[src/rtl/alu_sequencer.sv]
// alu_sequencer: drives an external 8-bit ALU to multiply by repeated addition and divide by repeated subtraction
module alu_sequencer #(
   parameter int WIDTH = 8
) (
   input  logic             clk,
   input  logic             rst,
   input  logic             start,
   input  logic             mode,
   input  logic [WIDTH-1:0] operand_a,
   input  logic [WIDTH-1:0] operand_b,
   output logic             busy,
   output logic             done,
   output logic [WIDTH-1:0] result,
   output logic [WIDTH-1:0] remainder,
   output logic             ovf,
   output logic             div_zero,
   output logic [WIDTH-1:0] alu_in1,
   output logic [WIDTH-1:0] alu_in2,
   output logic [WIDTH-1:0] alu_in3,
   output logic [1:0]       alu_op,
   input  logic [WIDTH-1:0] alu_out
);
   typedef enum logic [2:0] {IDLE, LOAD, MUL_STEP, DIV_STEP, FINISH} state_t;
   state_t state;
   logic [WIDTH-1:0] a_r, b_r, acc, cnt;
   logic mode_r;
   always_comb begin
      alu_op  = state == MUL_STEP ? 2'd1 : state == DIV_STEP ? 2'd2 : 2'd0;
      alu_in1 = state == LOAD ? (mode_r ? a_r : '0) :
                (state == MUL_STEP || state == DIV_STEP) ? acc : '0;
      alu_in2 = state == DIV_STEP ? b_r : '0;
      alu_in3 = state == MUL_STEP ? a_r : '0;
   end
   // the ALU result returns in the same cycle, so every step commits alu_out directly
   always_ff @(posedge clk or posedge rst) begin
      if (rst) begin
         state     <= IDLE;
         busy      <= 1'b0;
         done      <= 1'b0;
         ovf       <= 1'b0;
         div_zero  <= 1'b0;
         result    <= '0;
         remainder <= '0;
         a_r       <= '0;
         b_r       <= '0;
         mode_r    <= 1'b0;
         acc       <= '0;
         cnt       <= '0;
      end else begin
         case (state)
            IDLE: if (start) begin
               a_r      <= operand_a;
               b_r      <= operand_b;
               mode_r   <= mode;
               ovf      <= 1'b0;
               div_zero <= 1'b0;
               busy     <= 1'b1;
               state    <= LOAD;
            end
            LOAD: if (!mode_r) begin
               acc   <= alu_out;
               cnt   <= b_r;
               state <= MUL_STEP;
            end else if (b_r != '0) begin
               acc   <= alu_out;
               cnt   <= '0;
               state <= DIV_STEP;
            end else begin
               div_zero  <= 1'b1;
               result    <= '1;
               remainder <= a_r;
               done      <= 1'b1;
               state     <= FINISH;
            end
            MUL_STEP: if (cnt == '0) begin
               result    <= acc;
               remainder <= '0;
               done      <= 1'b1;
               state     <= FINISH;
            end else begin
               acc <= alu_out;
               cnt <= cnt - 1'b1;
               if (alu_out < acc) ovf <= 1'b1;
            end
            DIV_STEP: if (acc < b_r) begin
               result    <= cnt;
               remainder <= acc;
               done      <= 1'b1;
               state     <= FINISH;
            end else begin
               acc <= alu_out;
               cnt <= cnt + 1'b1;
            end
            FINISH: begin
               done  <= 1'b0;
               busy  <= 1'b0;
               state <= IDLE;
            end
            default: state <= IDLE;
         endcase
      end
   end
endmodule

[config.mk]
export PLATFORM = sky130hd
export DESIGN_NAME = alu_sequencer
export DESIGN_NICKNAME = d
export VERILOG_FILES = /design/src/rtl/alu_sequencer.sv
export SDC_FILE = /design/constraint.sdc
export NUM_CORES = 1
export LEC_CHECK = 0
export BUFFER_PORTS_ARGS = -buffer_cell sky130_fd_sc_hd__clkbuf_2
export CORE_MARGIN = 2
export CORE_UTILIZATION = 54
export CTS_BUF_LIST = sky130_fd_sc_hd__clkbuf_4
export CTS_CLUSTER_DIAMETER = 120
export DETAILED_ROUTE_END_ITERATION = 16
export GPL_TIMING_DRIVEN = 0
export PLACE_DENSITY = 0.79
export SLEW_MARGIN = 20
export SYNTH_ARGS = -nofsm -noshare
export SYNTH_HDL_FRONTEND = slang
export SYNTH_SLANG_ARGS = --single-unit
[constraint.sdc]
create_clock -name clk -period 3.7 [get_ports clk]
set_input_delay 0.555 -clock clk [delete_from_list [all_inputs] [get_ports clk]]
set_output_delay 0.555 -clock clk [all_outputs]
set_load 0.1 [all_outputs]
# After elaboration in Yosys (flattened, before gate mapping)
# Index checks and enable logic that the tools add are counted.
dict set report totals {
  ff_bits 56
  out_inout_bits 46
}
dict set report op_classes {
  n_addsub 2
  order_cmp 2
  eq_ne 13
  mux 45
  n_reduce_logical 17
}
# op count
set op_table {}
lappend op_table {{8-bit two-way mux} 21}
lappend op_table {{8-bit case mux with 3 select lines} 4}
lappend op_table {{8-bit < comparator} 2}
lappend op_table {{3-bit two-way mux} 5}
lappend op_table {{3-bit case mux with 4 select lines} 1}
lappend op_table {{4-bit AND reduction} 3}
lappend op_table {{2-bit != test, second input constant} 5}
lappend op_table {{5-bit AND reduction} 2}
lappend op_table {{8-bit by 1-bit adder with 8-bit output, second input constant} 1}
lappend op_table {{8-bit zero test} 1}
lappend op_table {{1-bit two-way mux} 8}
lappend op_table {{8-bit nonzero test} 1}
lappend op_table {{8-bit by 1-bit subtractor with 8-bit output, second input constant} 1}
lappend op_table {{3-bit by 2-bit equality test with 1-bit output, second input constant} 2}
lappend op_table {{2-bit by 1-bit != test with 1-bit output, second input constant} 3}
lappend op_table {{1-bit case mux with 2 select lines} 3}
lappend op_table {{2-bit nonzero test} 3}
lappend op_table {{2-bit two-way mux} 2}
lappend op_table {{1-bit case mux with 4 select lines} 1}
lappend op_table {{2-bit AND reduction} 2}
lappend op_table {{4-bit nonzero test} 1}
lappend op_table {{3-bit by 1-bit equality test with 1-bit output, second input constant} 1}
lappend op_table {{3-bit equality test, second input constant} 1}
lappend op_table {{3-bit zero test} 1}
lappend op_table {{other kinds (4)} 4}

# Longest topological paths before layout
dict set report depth {
  ltp_word 4
  depth_mapped 12
}

# Worst setup path after synthesis
# OpenSTA, ideal clock, no wires.
dict set report synth_timing {
  path_kind {reg-to-output}
  from {register state[2]}
  to {output alu_in2[0]}
  arrival_ns 2.719
  t_required_ns 3.145
  path_slack_ns 0.426
  stages_incl_launch_ff 8
  cell_sequence {dfrtp_1 > buf_6 > nand2b_1 > buf_2 > nor2_2 > inv_1 > clkbuf_1 > nor2_1}
}
dict set report synth_via {
  elab_chain_len 2
}
# item line_no
set synth_lines {}
lappend synth_lines {{start: declaration} 24} ;# state_t state;
lappend synth_lines {{start signal: assignment} 37} ;# state <= IDLE;
lappend synth_lines {{start signal: assignment} 58} ;# state <= LOAD;
lappend synth_lines {{start signal: assignment} 63} ;# state <= MUL_STEP;
lappend synth_lines {{3-bit by 2-bit equality test with 1-bit output} 31} ;# alu_in2 = state == DIV_STEP ? b_r : '0;
lappend synth_lines {{8-bit two-way mux} 31}
lappend synth_lines {{end: declaration} 18} ;# output logic [WIDTH-1:0] alu_in2,
# Every way passes these cells.

# Final worst setup path
dict set report layout_timing {
  from {register state[2]}
  to {register cnt[6]}
}
dict set report layout_via {
  elab_chain_len 3
  elab_cells_between_ends 9
}
# item line_no
set layout_lines {}
lappend layout_lines {{3-bit by 1-bit equality test with 1-bit output / 3-bit by 2-bit equality test with 1-bit output (equally long branches)} 50} ;# case (state)
lappend layout_lines {{3-bit by 2-bit != test with 1-bit output (no source line) (tied with other cells)} --}
lappend layout_lines {{4-bit AND reduction (no source line)} --}
lappend layout_lines {{end signal: assignment} 62} ;# cnt <= b_r;
lappend layout_lines {{end signal: assignment} 82} ;# cnt <= cnt - 1'b1;
lappend layout_lines {{end signal: assignment} 92} ;# cnt <= cnt + 1'b1;
lappend layout_lines {{end: declaration} 25} ;# logic [WIDTH-1:0] a_r, b_r, acc, cnt;
# Parallel ways exist; a longest one is shown, timed or not.
# A chain may end at the register's enable or synchronous reset.

==> flow_summary.html <==
<table>
<tr><th>Metric</th><th>Value</th></tr>
<tr><th colspan="2">Logic synthesis</th></tr>
<tr><td>Netlist area before placement</td><td>3510 µm²</td></tr>
<tr><td>Most used flip-flop cell after synthesis</td><td>dfrtp_1</td></tr>
<tr><td>Mean cell area of the mapped netlist</td><td>9.84 µm²</td></tr>
<tr><td>Number of standard cells after synthesis</td><td>357</td></tr>
<tr><td>Synthesized netlist net count</td><td>413</td></tr>
<tr><td>Number of synthesized flops with an enable pin</td><td>0</td></tr>
<tr><td>Portion of the post-synthesis area used by sequential elements</td><td>0.399</td></tr>
<tr><td>Number of storage elements in the synthesis netlist</td><td>56</td></tr>
<tr><td>YS warnings</td><td>0</td></tr>
<tr><td>Share of synthesized flip-flops with an asynchronous set or reset</td><td>1.00</td></tr>
<tr><td>Count of distinct cell types in the synthesized netlist</td><td>56</td></tr>
<tr><th colspan="2">Die</th></tr>
<tr><td>DIE AREA</td><td>7160 µm²</td></tr>
<tr><td>Top-level port count</td><td>74</td></tr>
<tr><td>Die Y-Extent</td><td>84.6 µm</td></tr>
<tr><td>Cell row count</td><td>29</td></tr>
<tr><td>Standard cell core area</td><td>6310 µm²</td></tr>
<tr><td>Starting Density</td><td>0.556</td></tr>
<tr><td>Die boundary width</td><td>84.6 µm</td></tr>
<tr><th colspan="2">Global route</th></tr>
<tr><td>Via count of the first global-routing pass</td><td>2,972</td></tr>
<tr><td>Number of antenna violations at the first check in global routing</td><td>0</td></tr>
<tr><td>Global route overflow</td><td>0</td></tr>
<tr><td>First-pass GRT wire length</td><td>14.5 mm</td></tr>
<tr><td>Maximum number of pins on one net before global-route repair</td><td>57</td></tr>
<tr><td>GRT Util Overall</td><td>0.255</td></tr>
<tr><th colspan="2">Setup path</th></tr>
<tr><td>Largest fanout of any net on the critical path</td><td>15</td></tr>
<tr><td>Reg2reg start</td><td>state[2]</td></tr>
<tr><td>Destination of the worst register-to-register timing path</td><td>cnt[6]</td></tr>
<tr><td>List of cells traversed by the critical path</td><td>buf_6, nand2b_1, buf_2, nor2_2, inv_1, clkbuf_1, ha_1, o21bai_1, a2111oi_0, xnor2_1, o21ai_0, mux2_4</td></tr>
<tr><td>Register-to-Register Path Depth</td><td>12</td></tr>
<tr><td>Worst Setup EP</td><td>cnt[6]</td></tr>
<tr><td>Critical-path top delay cell</td><td>a2111oi_0</td></tr>
<tr><td>Launching instance or port of the critical path</td><td>state[2]</td></tr>
<tr><td>Max incr delay on CP</td><td>510 ps</td></tr>
<tr><td>Critical path endpoint category</td><td>flop</td></tr>
<tr><td>Register-to-register setup slack</td><td>180 ps</td></tr>
<tr><td>Req. time, crit path</td><td>3990 ps</td></tr>
<tr><td>Startpoint type of the worst setup path</td><td>flop</td></tr>
<tr><td>Worst Path Arrival</td><td>3810 ps</td></tr>
<tr><td>Path type of the worst setup path</td><td>flop to flop</td></tr>
<tr><th colspan="2">Clocking</th></tr>
<tr><td># H-tree levels</td><td>2</td></tr>
<tr><td>Cell at the root of the clock tree</td><td>clkbuf_4</td></tr>
<tr><td>Number of instances resized during post-cts repair</td><td>0</td></tr>
<tr><td>Setup Fix Bufs, Post-CTS</td><td>0</td></tr>
<tr><td>Total CTS buffers</td><td>5</td></tr>
<tr><td>Largest buffer count on any clock path</td><td>2</td></tr>
<tr><td>Clock-pin slew on the worst setup and hold paths</td><td>160 ps</td></tr>
<tr><td>CTS tree</td><td>yes</td></tr>
<tr><td>Hold buffer count at cts</td><td>0</td></tr>
<tr><td>TritonCTS sink count</td><td>56</td></tr>
<tr><td>Worst skew pair latency</td><td>390 ps</td></tr>
<tr><th colspan="2">STA</th></tr>
<tr><td>Maximum clock rate</td><td>284 MHz</td></tr>
<tr><td>RSZ-0062 raised after global routing</td><td>no</td></tr>
<tr><td>Final hold violation count</td><td>0</td></tr>
<tr><td>Transition time of the tightest slew-check pin</td><td>929 ps</td></tr>
<tr><td>Max-slew violations</td><td>0</td></tr>
<tr><td>Layout Skew</td><td>11.4 ps</td></tr>
<tr><td>Final setup fails</td><td>0</td></tr>
<tr><td>Final min period</td><td>3520 ps</td></tr>
<tr><td>Final sum of negative setup slack</td><td>0 ps</td></tr>
<tr><td>Worst relative slew slack</td><td>0.379</td></tr>
<tr><td>Tcrit/Tclk final</td><td>0.952</td></tr>
<tr><th colspan="2">Cells and area</th></tr>
<tr><td>Layout area overhead</td><td>15.0%</td></tr>
<tr><td>Share of final-layout standard cells stronger than drive strength 1</td><td>0.331</td></tr>
<tr><td>Final-layout fill cell count</td><td>551</td></tr>
<tr><td>Count of inserted antenna diode cells</td><td>0</td></tr>
<tr><td>Multi-input gate area in the final layout</td><td>1870 µm²</td></tr>
<tr><td>Top library cells by usage in the layout, fill and taps aside</td><td>clkbuf_2 (73), nand2_1 (56), dfrtp_1 (56)</td></tr>
<tr><td>NumNets Final</td><td>493</td></tr>
<tr><td>Core utilization of the finished layout</td><td>0.640</td></tr>
<tr><td>Most common cell after layout, fill and taps aside</td><td>clkbuf_2</td></tr>
<tr><td>Combined flip-flop and latch cell area</td><td>1400 µm²</td></tr>
<tr><th colspan="2">Detailed routing</th></tr>
<tr><td>Drt total wl</td><td>8.88 mm</td></tr>
<tr><td>First drt pass iteration count</td><td>4</td></tr>
<tr><td>Vias per cell</td><td>5.76</td></tr>
<tr><td>Drc violations</td><td>0</td></tr>
<tr><td>Average routed wire per standard cell</td><td>17.2 µm</td></tr>
<tr><td>Number of design-rule violations left by the first detailed-router iteration</td><td>187</td></tr>
<tr><td>Total via count in the routed design</td><td>2,968</td></tr>
<tr><td>Number of nets still failing antenna checks after routing</td><td>0</td></tr>
<tr><th colspan="2">Power</th></tr>
<tr><td>Cell-internal power</td><td>731 µW</td></tr>
<tr><td>Share of power burned in combinational logic</td><td>0.100</td></tr>
<tr><td>Leakage power summed over all cells</td><td>0.00220 µW</td></tr>
<tr><td>Reported net switching power</td><td>278 µW</td></tr>
<tr><td>Share of power burned in the clock network</td><td>0.281</td></tr>
<tr><td>Power share of the sequential group</td><td>0.619</td></tr>
<tr><td>Worst vdd ir</td><td>0.213 mV</td></tr>
<tr><td>Total power density per cell area</td><td>250 nW/µm²</td></tr>
<tr><td>Switching share of power</td><td>0.275</td></tr>
<tr><th colspan="2">Status</th></tr>
<tr><td>Outcome</td><td>complete, no violations</td></tr>
<tr><th colspan="2">Placement</th></tr>
<tr><td>RePlAce Congestion</td><td>0.872</td></tr>
<tr><td>Detailed-placement wirelength estimate</td><td>6.67 mm</td></tr>
<tr><td>Count of input and output buffers</td><td>73</td></tr>
<tr><th colspan="2">Job</th></tr>
<tr><td>Max-Cap Viols</td><td>0</td></tr>
<tr><th colspan="2">Min path</th></tr>
<tr><td>Worst hold path class</td><td>input port to async pin</td></tr>
</table>
-- cells in the mapped netlist (2+ instances only) --
master | count | area share
clkbuf_1 | 4 | 0.0043
a2111oi_0 | 2 | 0.0050
o211ai_1 | 2 | 0.0043
xnor2_1 | 2 | 0.0050
mux2_4 | 8 | 0.034
nor3_1 | 4 | 0.0057
a211oi_1 | 3 | 0.0064
and3_1 | 9 | 0.016
o21ai_0 | 16 | 0.023
nor4_1 | 5 | 0.0089
nand2b_1 | 4 | 0.0071
ha_1 | 27 | 0.096
dfrtp_1 | 56 | 0.40
a21oi_1 | 26 | 0.037
buf_6 | 7 | 0.022
inv_1 | 26 | 0.028
nor2_1 | 19 | 0.020
a21o_1 | 2 | 0.0043
nand2_1 | 56 | 0.060
nor2_2 | 2 | 0.0036
nand3_1 | 2 | 0.0029
mux2_2 | 28 | 0.090
nand3b_1 | 2 | 0.0043
or3_2 | 3 | 0.0064
nand2_2 | 2 | 0.0036
nor2b_1 | 5 | 0.0089
mux2_1 | 3 | 0.0096
o21bai_1 | 2 | 0.0043
buf_2 | 3 | 0.0043
-- power groups by stage --
stage	registers (µW)	logic, µW	clock network (µW)
floorplan	632	70.9	0
finish	624	101	283
global placement	635	98.7	0
global route	625	111	305
detailed placement	636	102	0
CTS	624	102	283
-- worst min-delay path by stage --
stage | from | endpoint | slack, ps | cells past startpoint
2_1_floorplan | cnt[7] | cnt[7] | 510 | 1
3_3_place_gp | done | done | 460 | 1
3_5_place_dp | done | done | 470 | 1
4_1_cts | rst | remainder[0] | 260 | 2
5_1_grt | rst | remainder[0] | 300 | 2
6_report | rst | remainder[0] | 240 | 2
-- cell type report --
cell class	count	area share
clock buffer	6	0.0112
timing repair buffer	73	0.0905
clock inverter	2	0.00403
buffer	16	0.0335
inverter	28	0.0270
sequential	56	0.347
multi-input combinational	257	0.463
tap	77	0.0239
-- stage by stage --
step	std cells	hold slack, ps	worst slack (ps)	area (µm²)	total power, µW
2_1_floorplan	357	512	426	3510	703
3_3_place_gp	507	460	334	3970	734
3_5_place_dp	507	465	284	3980	738
4_1_cts	515	264	237	4040	1010
5_1_grt	515	298	47.2	4040	1040
6_report	515	244	179	4040	1010
-- critical path: cells and delay by family (launching register included) --
family	cells	cell delay [ps]
AND/OR/NAND/NOR	2	520
flip-flops	1	410
multiplexers	1	260
adder cells (fa/ha/maj)	1	370
AO/OA/AOI/OAI	3	810
XOR/XNOR	1	170
buffers and inverters	4	880
-- kinds of logic (layout without fill, tap and decap cells) --
group	count (synthesis)	count (layout)	synth area share
mux	40	40	0.136
fa+ha+maj	28	28	0.102
xor+xnor	3	3	0.00748
compound gates	65	65	0.119
flops	56	56	0.399
buf+inv	44	125	0.0688
simple gates	121	121	0.167
-- flip-flops by register name, indices dropped and copies added (netlist names) --
name	cells
a_r	8
state	3
busy	1
remainder	8
b_r	8
mode_r	1
ovf	1
done	1
cnt	8
div_zero	1
acc	8
result	8
-- per-layer routing --
| metal | share of wire | GRT usage | wire [µm] | vias up |
|---|---|---|---|---|
| li1 | - | - | - | 1393 |
| met4 | 0.016 | 0.0736 | 145 | 0 |
| met1 | 0.45 | 0.356 | 3980 | 1470 |
| met2 | 0.48 | 0.419 | 4290 | 90 |
| met3 | 0.053 | 0.0305 | 475 | 15 |
| met5 | 0 | 0 | 0 | - |
No activity file was read; power rests on OpenSTA's default activity.
